[src/rtl/flappy_game_ctrl.sv]
// flappy_game_ctrl: per-frame game sequencer; all game state advances once per frame on the vsync falling edge.
// Build option: define HAND_CTRL_EN to let the camera hand tracker (hand_y/hand_valid) issue flaps.

module flappy_game_ctrl #(
   parameter int unsigned H_RES       = 640,
   parameter int unsigned V_RES       = 480,
   parameter int unsigned BIRD_X      = 160,
   parameter int unsigned BIRD_H      = 16,
   parameter int unsigned PIPE_W      = 64,
   parameter int unsigned PIPE_SPEED  = 2,
   parameter int unsigned GRAVITY     = 1,
   parameter int unsigned FLAP_VEL    = 8,
   parameter int unsigned V_MAX       = 10,
   parameter int unsigned DEAD_FRAMES = 60,
   parameter int unsigned HAND_THR    = 160
) (
   input  logic       vga_clk,
   input  logic       sys_rst,
   input  logic       vsync,
   input  logic       flap_btn,
   input  logic       hit,
   input  logic [9:0] hand_y,
   input  logic       hand_valid,
   output logic       frame_tick,
   output logic [1:0] game_state,
   output logic [9:0] bird_y,
   output logic [9:0] pipe_x,
   output logic [9:0] gap_y,
   output logic [7:0] score
);

   localparam int unsigned DW = $clog2(DEAD_FRAMES + 1);

   localparam logic [9:0]         Y_HOME    = 10'((V_RES - BIRD_H) / 2);
   localparam logic [9:0]         Y_FLOOR   = 10'(V_RES - BIRD_H);
   localparam logic signed [10:0] NY_FLOOR  = 11'(V_RES - BIRD_H);
   localparam logic [9:0]         PIPE_HOME = 10'(H_RES);
   localparam logic [9:0]         GAP_HOME  = 10'd176;
   localparam logic [9:0]         GAP_BASE  = 10'd48;
   localparam logic [9:0]         SPEED     = 10'(PIPE_SPEED);
   localparam logic [10:0]        PIPE_W11  = 11'(PIPE_W);
   localparam logic [10:0]        BIRD_X11  = 11'(BIRD_X);
   localparam logic signed [7:0]  VEL_FLAP  = 8'(0 - FLAP_VEL);
   localparam logic signed [7:0]  VEL_GRAV  = 8'(GRAVITY);
   localparam logic signed [7:0]  VEL_MAX   = 8'(V_MAX);
   localparam logic [DW-1:0]      DEAD_LAST = DW'(DEAD_FRAMES - 1);
   localparam logic [7:0]         LFSR_SEED = 8'hA5;

   typedef enum logic [1:0] {
      S_IDLE = 2'd0,
      S_PLAY = 2'd1,
      S_DEAD = 2'd2
   } state_t;

   state_t state, state_nxt;

   logic              vsync_d;
   logic              tick;
   logic              btn_d;
   logic              btn_rise;
   logic              hand_rise;
   logic              flap_req;
   logic              flap_pend;
   logic              hit_pend;
   logic              launch, launch_nxt;
   logic [7:0]        lfsr;
   logic              lfsr_fb;
   logic signed [7:0] vel, vel_nxt, vel_fall;
   logic signed [10:0] ny;
   logic [10:0]       old_edge, new_edge;
   logic [9:0]        bird_nxt, pipe_nxt, gap_nxt;
   logic [7:0]        score_nxt;
   logic [DW-1:0]     dead_cnt, dead_nxt;

   assign tick       = vsync_d & ~vsync;
   assign btn_rise   = flap_btn & ~btn_d;
   assign flap_req   = btn_rise | hand_rise;
   assign lfsr_fb    = lfsr[7] ^ lfsr[5] ^ lfsr[4] ^ lfsr[3];
   assign game_state = state;

`ifdef HAND_CTRL_EN
   logic above, above_d;

   always_ff @(posedge vga_clk) begin
      if (sys_rst) begin
         above   <= 1'b0;
         above_d <= 1'b0;
      end else begin
         above   <= hand_valid & (hand_y < 10'(HAND_THR));
         above_d <= above;
      end
   end

   assign hand_rise = above & ~above_d;
`else
   logic unused_hand;

   assign unused_hand = ^{hand_y, hand_valid, 10'(HAND_THR)};
   assign hand_rise   = 1'b0;
`endif

   always_ff @(posedge vga_clk) begin
      if (sys_rst) state <= S_IDLE;
      else         state <= state_nxt;
   end

   always_comb begin
      state_nxt  = state;
      vel_nxt    = vel;
      bird_nxt   = bird_y;
      pipe_nxt   = pipe_x;
      gap_nxt    = gap_y;
      score_nxt  = score;
      dead_nxt   = dead_cnt;
      launch_nxt = launch;
      vel_fall   = vel + VEL_GRAV;
      ny         = '0;
      old_edge   = {1'b0, pipe_x} + PIPE_W11;
      new_edge   = '0;
      if (tick) begin
         case (state)
            S_IDLE: begin
               if (flap_pend) begin
                  state_nxt  = S_PLAY;
                  vel_nxt    = VEL_FLAP;
                  score_nxt  = '0;
                  pipe_nxt   = PIPE_HOME;
                  launch_nxt = 1'b1;
               end
            end
            S_PLAY: begin
               // The starting flap's velocity is applied as-is on the first PLAY tick (no gravity step).
               launch_nxt = 1'b0;
               if ((launch || flap_pend) && !hit_pend) vel_nxt = VEL_FLAP;
               else if (vel_fall > VEL_MAX)            vel_nxt = VEL_MAX;
               else                                    vel_nxt = vel_fall;
               ny = $signed({1'b0, bird_y}) + $signed({{3{vel_nxt[7]}}, vel_nxt});
               if (ny[10]) begin
                  bird_nxt = '0;
               end else if (ny >= NY_FLOOR) begin
                  bird_nxt  = Y_FLOOR;
                  state_nxt = S_DEAD;
               end else begin
                  bird_nxt = ny[9:0];
               end
               if (hit_pend) state_nxt = S_DEAD;
               if (pipe_x < SPEED) begin
                  pipe_nxt = PIPE_HOME;
                  gap_nxt  = GAP_BASE + {2'b00, lfsr};
               end else begin
                  pipe_nxt = pipe_x - SPEED;
                  new_edge = {1'b0, pipe_nxt} + PIPE_W11;
                  if (old_edge > BIRD_X11 && new_edge <= BIRD_X11 && score != 8'hFF)
                     score_nxt = score + 8'd1;
               end
               dead_nxt = '0;
            end
            S_DEAD: begin
               if (dead_cnt == DEAD_LAST) begin
                  state_nxt = S_IDLE;
                  dead_nxt  = '0;
                  bird_nxt  = Y_HOME;
                  vel_nxt   = '0;
                  pipe_nxt  = PIPE_HOME;
               end else begin
                  dead_nxt = dead_cnt + DW'(1);
               end
            end
            default: state_nxt = S_IDLE;
         endcase
      end
   end

   always_ff @(posedge vga_clk) begin
      if (sys_rst) begin
         vsync_d    <= 1'b0;
         btn_d      <= 1'b0;
         frame_tick <= 1'b0;
         flap_pend  <= 1'b0;
         hit_pend   <= 1'b0;
         launch     <= 1'b0;
         lfsr       <= LFSR_SEED;
         vel        <= '0;
         bird_y     <= Y_HOME;
         pipe_x     <= PIPE_HOME;
         gap_y      <= GAP_HOME;
         score      <= '0;
         dead_cnt   <= '0;
      end else begin
         vsync_d    <= vsync;
         btn_d      <= flap_btn;
         frame_tick <= tick;
         // A request landing on the tick cycle itself belongs to the next frame.
         flap_pend  <= tick ? flap_req : (flap_pend | flap_req);
         hit_pend   <= tick ? hit : (hit_pend | hit);
         launch     <= launch_nxt;
         lfsr       <= {lfsr[6:0], lfsr_fb};
         vel        <= vel_nxt;
         bird_y     <= bird_nxt;
         pipe_x     <= pipe_nxt;
         gap_y      <= gap_nxt;
         score      <= score_nxt;
         dead_cnt   <= dead_nxt;
      end
   end

endmodule
[config.mk]
export PLATFORM = sky130hd
export DESIGN_NAME = flappy_game_ctrl
export DESIGN_NICKNAME = d
export VERILOG_FILES = /design/src/rtl/flappy_game_ctrl.sv
export SDC_FILE = /design/constraint.sdc
export NUM_CORES = 1
export LEC_CHECK = 0
export CAP_MARGIN = 10
export CORE_UTILIZATION = 55
export CTS_CLUSTER_DIAMETER = 40
export CTS_CLUSTER_SIZE = 30
export DETAILED_ROUTE_END_ITERATION = 6
export GPL_TIMING_DRIVEN = 0
export PLACE_DENSITY = 0.81
export SYNTH_ARGS = -nofsm -noshare
export SYNTH_HDL_FRONTEND = slang
export SYNTH_SLANG_ARGS = --single-unit
[constraint.sdc]
create_clock -name vga_clk -period 8.8 [get_ports vga_clk]
set_input_delay 1.32 -clock vga_clk [delete_from_list [all_inputs] [get_ports vga_clk]]
set_output_delay 1.32 -clock vga_clk [all_outputs]
set_load 0.03 [all_outputs]
==> reports/metrics.yaml, run 1 <==
clocking:
  clk_path_buf_depth: 2
  clk_latency_ns: 0.36
  postCtsHoldBufs: 0
  postCtsResizedCells: 0
  clock-root-buffer: "clkbuf_8"
  cts_post_setup_buffers_inserted: 0
  cts_tree: "built"
  cts_buffers: 9
  clkTransAtPathRegs_ns: 0.08
  htree_levels: 3
  cts.sinks: 66
timing:
  max_slew.worst_pin.slew_ns: 0.950
  fin_crit_ns: 5.02
  drv_slew: 0
  whs_ns: 0.471
  finalSetupViolations: 0
  rsz0062_at_grt: "false"
  final.setup_skew_ns: 0.00910
  clock.fmax_mhz: 199
  post-route-period-util: 0.570
  hold_viol_final: 0
  setup_tns_ns: 0
  relSlewSlack: 0.350
drt:
  via_per_inst: 5.88
  ant_nets: 0
  vias: 3726
  drt_first_pass_iters: 5
  wl_um: 9620
  detail_route.iter0.violations: 210
  drc: 0
  drt-wirelength-per-cell_um: 15.2
setup_path:
  worstPathArrival_ns: 5.30
  ff2ff_path_depth: 16
  cp_slowest_cell: "o31ai_1"
  crit_fanout: 8
  required_ns: 9.08
  crit_family: "compound AO/OA/AOI/OAI gates"
  cp_cell_sequence: "ha_1 > nand3_1 > xor2_1 > o21ai_0 > o31ai_1 > nand2_1 > nor2_1 > ha_1 > fa_1 > a211oi_1 > or4b_1 > o2111ai_1 > or4b_1 > o22ai_1 > a31oi_1 > a211oi_1"
  r2r-start: "vel[0]$_SDFFE_PP0P_"
  worstSetupPathType: "register to register"
  cp-startpoint: "vel[0]$_SDFFE_PP0P_"
  slowest_delay_ns: 0.54
  critPathLaunchType: "register"
  cp-end-kind: "register"
  critPathBufInv: 0
  cp.depth: 16
floorplan:
  pin_count: 57
  core_um2: 6830
  die_x_um: 86.5
  die_y_um: 86.5
  dieArea_um2: 7490
  row_count: 30
  initial_utilization: 0.575
placed_design:
  portBuffers: 43
  dp_hpwl_um: 6970
  gp_congestion: 0.888
global_route:
  antenna_found_initial: 0
  first_global_vias: 3451
  grt_max_degree: 15
  track_usage: 0.276
  grt_overflow_total: 0
  grt_pass1_wl_um: 16300
yosys:
  netlist_instances: 478
  mappedNetlistArea_um2: 3930
  yosysSeqAreaShare: 0.336
  synth_edf_count: 0
  synthArstFlopShare: 0
  synth-main-ff-cell: "dfxtp_1"
  netlist-cell-type-count: 63
  yosys_warnings: 0
  synth_seq_cells: 66
  avgSynthCellArea_um2: 8.22
layout:
  antennaDiodeCount: 0
  nFillCells: 582
  areaGrowthSynthToFinish_pct: 19.3
  final_nets: 575
  drive_gt1_frac: 0.0632
pwr:
  power.leakage_nw: 1.88
  vdd_ir_drop_max_uv: 101
  p_per_area_nw_per_um2: 150
hold_path:
  whs_path_depth: 1
  min_from: "lfsr[1]$_SDFF_PP0_"
  hold_path.class: "register to register"
run_status:
  outcome: "finished clean"
job:
  max_cap_viol_count: 0
[worst register-to-register path: stages, from the launching register on]
cell and delay, ns:
dfxtp_1 0.48, ha_1 0.35, nand3_1 0.13, xor2_1 0.26
o21ai_0 0.13, o31ai_1 0.54, nand2_1 0.22, nor2_1 0.16
ha_1 0.23, fa_1 0.25, a211oi_1 0.14, or4b_1 0.52
o2111ai_1 0.16, or4b_1 0.49, o22ai_1 0.40, a31oi_1 0.22
a211oi_1 0.27
[cell families (layout without fill, tap and decap cells)]
family / after synthesis / in the layout / synth area share
AOI/OAI and AO/OA: 130 / 130 / 0.219
other: 1 / 2 / 0.000954
muxes: 9 / 9 / 0.0229
and+or+nand+nor: 180 / 180 / 0.234
adders and majority gates: 26 / 26 / 0.0847
xor gates and xnor gates: 25 / 25 / 0.0576
DFF: 66 / 66 / 0.336
buffers and inverters: 41 / 100 / 0.0452
[power breakdown]
group	total, mW	internal, mW	switching [mW]
combinational	0.118	0.0456	0.0728
clock	0.275	0.135	0.140
sequential	0.312	0.306	0.00672
total	0.706	0.487	0.219
[cells in the mapped netlist, types with 3 or more instances]
master,instances,area (µm²)
dfxtp_1,66,1320
nor2_1,51,191
nand2_1,44,165
a21oi_1,35,175
o21ai_0,27,135
ha_1,25,313
inv_1,19,71.3
clkbuf_1,16,60.1
xor2_1,16,140
nor2b_1,13,81.3
nand3_1,12,60.1
mux2i_1,9,90.1
a211oi_1,8,60.1
o31ai_1,8,60.1
xnor2_1,8,70.1
nor3_1,7,35.0
nand3b_1,6,45.0
nand4_1,6,37.5
nor3b_1,6,45.0
o211ai_1,6,45.0
or3_1,6,37.5
or4_1,6,45.0
a21o_1,5,37.5
a31oi_1,5,31.3
buf_4,4,30.0
nand2b_1,4,25.0
o21a_1,4,30.0
or2_2,4,25.0
a22o_1,3,26.3
and2_1,3,18.8
and3_1,3,18.8
[final cells by class]
type / count / area [µm²] / share of cell area
Timing Repair Buffer: 43 / 430 / 0.0918
Buffer: 22 / 106 / 0.0227
Clock buffer: 9 / 124 / 0.0264
Tap cell: 96 / 120 / 0.0256
Sequential cell: 66 / 1320 / 0.282
Inverter: 19 / 71.3 / 0.0152
Clock inverter: 7 / 81.3 / 0.0173
Multi-Input combinational cell: 372 / 2440 / 0.519
[flip-flops by register name, summed over array words and instances, names as in the netlist, 2 cells and up]
name and cells:
vel 8, game_state 2, bird_y 10, lfsr 8
score 8, pipe_x 9, dead_cnt 6, gap_y 9
[per-layer routing]
layer | vias up | global-route usage | wire [µm]
met1 | 1773 | 0.360 | 4450
met2 | 99 | 0.447 | 4510
met5 | - | 0 | 0
met3 | 20 | 0.0743 | 497
li1 | 1834 | - | -
met4 | 0 | 0.0879 | 163
[cell usage in the layout, fill, tap and decap left out, types with 5 or more instances in the layout]
cell type | Yosys | layout
nor3_1 | 7 | 7
o31ai_1 | 8 | 8
nand2_1 | 44 | 44
nor2_1 | 51 | 51
clkbuf_8 | 0 | 9
nor2b_1 | 13 | 13
a21oi_1 | 35 | 35
dfxtp_1 | 66 | 66
xor2_1 | 16 | 16
clkdlybuf4s50_1 | 0 | 43
o211ai_1 | 6 | 6
a31oi_1 | 5 | 5
nand4_1 | 6 | 6
mux2i_1 | 9 | 9
o21ai_0 | 27 | 27
inv_1 | 19 | 19
or3_1 | 6 | 6
nand3_1 | 12 | 12
a211oi_1 | 8 | 8
xnor2_1 | 8 | 8
nand3b_1 | 6 | 6
ha_1 | 25 | 25
or4_1 | 6 | 6
clkbuf_1 | 16 | 16
nor3b_1 | 6 | 6
a21o_1 | 5 | 5
[worst paths after layout]
path,to,slack (ns)
worst max-delay path,game_state[1]$_SDFFE_PP0P_,3.78
worst max register to register,game_state[1]$_SDFFE_PP0P_,3.78
worst min-delay path,lfsr[2]$_SDFF_PP1_,0.47
worst min register to register,lfsr[2]$_SDFF_PP1_,0.47
[stage by stage]
stage	instances	setup slack [ns]	total power, mW	area (µm²)	utilization
floorplan	479	4.83	0.406	3940	-
CTS	634	3.85	0.705	4690	0.687
finish	634	3.78	0.706	4690	0.687
detailed placement	618	3.97	0.434	4490	0.657
global placement	618	4.03	0.431	4490	0.657
global route	634	3.37	0.734	4690	0.687
No activity file was read; power rests on OpenSTA's default activity.
==> inputs of run 2 (changes only) <==
Clock period 8.8 ns to 5 ns, I/O delays scaled along.
==> reports/metrics.yaml, run 2 (synthesized netlist as in run 1, its figures left out) <==
floorplan:
  initial_utilization: 0.575
  row_count: 30
  dieArea_um2: 7490
  die_x_um: 86.5
  core_um2: 6830
  die_y_um: 86.5
  pin_count: 57
timing:
  hold_viol_final: 0
  finalSetupViolations: 0
  whs_ns: 0.472
  post-route-period-util: 0.950
  clock.fmax_mhz: 211
  fin_crit_ns: 4.75
  max_slew.worst_pin.slew_ns: 0.950
  drv_slew: 0
  relSlewSlack: 0.351
  setup_tns_ns: 0
  final.setup_skew_ns: 0.0103
pwr:
  p_int_mw: 0.861
  p_seq_frac: 0.440
  p_sw_mw: 0.388
  p_per_area_nw_per_um2: 264
  p_total_mw: 1.25
  power.leakage_nw: 1.90
  combPwrFrac: 0.173
  sw_frac_of_total: 0.311
  vdd_ir_drop_max_uv: 176
  clockPowerShare: 0.387
global_route:
  first_global_vias: 3451
  met3_usage: 0.0743
  track_usage: 0.276
  grt_pass1_wl_um: 16300
  top_usage_layer: "met2"
  grt_max_degree: 15
  grt_overflow_total: 0
  antenna_found_initial: 0
  grt_use_met1: 0.360
  use_met2: 0.447
layout:
  final_nets: 578
  finalNonFillerCells: 637
  mostFrequentLayoutCell: "dfxtp_1"
  finalInstanceArea_um2: 4720
  areaGrowthSynthToFinish_pct: 20.2
  drive_gt1_frac: 0.0721
  layout_common_cells: "dfxtp_1, nor2_1, nand2_1"
  largest_reg_flops: 10
  largestRegisters: "bird_y: 10 flops, gap_y: 9 flops, pipe_x: 9 flops"
  regMostFlops: "bird_y"
  antennaDiodeCount: 0
setup_path:
  cp_cell_sequence: "ha_1 > nand3_1 > xor2_1 > o21ai_0 > o31ai_2 > nand2_1 > nor2_1 > ha_1 > fa_1 > a211oi_1 > or4b_1 > o2111ai_1 > or4b_1 > o22ai_2 > a31oi_1 > a211oi_1"
  worstPathArrival_ns: 5.02
  critPathBufInv: 0
  crit_family: "compound AO/OA/AOI/OAI gates"
  rr_endpoint: "game_state[1]$_SDFFE_PP0P_"
  cp_slowest_cell: "or4b_1"
  r2r-start: "vel[0]$_SDFFE_PP0P_"
  cp-startpoint: "vel[0]$_SDFFE_PP0P_"
  crit_fanout: 8
  required_ns: 5.27
  crit_end: "game_state[1]$_SDFFE_PP0P_"
  ff2ff_setup_slack_ns: 0.25
  ff2ff_path_depth: 16
  cp-end-kind: "register"
  slowest_delay_ns: 0.52
  critPathLaunchType: "register"
  worstSetupPathType: "register to register"
  cp.depth: 16
hold_path:
  hold_path.class: "register to register"
placed_design:
  dp_hpwl_um: 6970
  gp_congestion: 0.888
  placed_cell_area_um2: 4490
  portBuffers: 43
  dp_cells: 618
drt:
  drt-wirelength-per-cell_um: 15.2
  wl_um: 9680
  ant_nets: 0
  vias: 3750
  via_per_inst: 5.89
  detail_route.iter0.violations: 228
  drt_first_pass_iters: 5
  drc: 0
run_status:
  outcome: "finished clean"
job:
  max_cap_viol_count: 0
clocking:
  clkTransAtPathRegs_ns: 0.08
  htree_levels: 3
  clk_latency_ns: 0.36
  clk_path_buf_depth: 2
  cts_tree: "built"
  clock-root-buffer: "clkbuf_8"
  cts.sinks: 66
  cts_buffers: 9
[run 2: worst register-to-register path: cells and delay by family, from the launching register on]
kind / cells / cell delay [ns]
compound gates: 7 / 1.61
xor+xnor: 1 / 0.26
fa+ha+maj: 3 / 0.83
flops: 1 / 0.48
simple gates: 5 / 1.49
[run 2: metal layers]
layer	vias up	wire, µm
met5	-	0
met4	0	204
met3	24	525
met2	96	4510
met1	1787	4440
li1	1843	-
[run 2: final cells by class]
type,count,area [µm²]
fill,577,2110
clock inverter,7,81.3
sequential,66,1320
clock buffer,9,124
multi-input combinational,372,2450
inverter,19,71.3
buffer,22,106
tap,96,120
timing repair buffer,46,453
[run 2: repair_timing]
item	4_1_cts	5_1_grt
gates resized for setup	0	2
buffers inserted	0	3
setup endpoints to repair	0	9
hold buffers	0	0
[run 2: power groups by stage]
stage	clock (mW)	combinational (mW)	sequential (mW)
CTS	0.486	0.205	0.550
finish	0.483	0.216	0.550
global route	0.508	0.239	0.552
floorplan	0	0.151	0.563
global placement	0	0.197	0.561
detailed placement	0	0.203	0.561
[run 2: through the flow]
step / util / worst slack, ns
after floorplan: - / 1.03
after global placement: 0.657 / 0.228
after detailed placement: 0.657 / 0.167
after CTS: 0.687 / 0.0478
after global routing: 0.692 / -0.00624
final: 0.692 / 0.250
[run 2: how the worst min path moves through the flow]
| stage | to | slack (ns) | depth (start not counted) | from |
|---|---|---|---|---|
| floorplan | lfsr[2]$_SDFF_PP1_ | 0.42 | 1 | lfsr[1]$_SDFF_PP0_ |
| global placement | lfsr[2]$_SDFF_PP1_ | 0.44 | 1 | lfsr[1]$_SDFF_PP0_ |
| detailed placement | lfsr[2]$_SDFF_PP1_ | 0.44 | 1 | lfsr[1]$_SDFF_PP0_ |
| CTS | lfsr[2]$_SDFF_PP1_ | 0.47 | 1 | lfsr[1]$_SDFF_PP0_ |
| global route | lfsr[2]$_SDFF_PP1_ | 0.48 | 1 | lfsr[1]$_SDFF_PP0_ |
| finish | lfsr[2]$_SDFF_PP1_ | 0.47 | 1 | lfsr[1]$_SDFF_PP0_ |
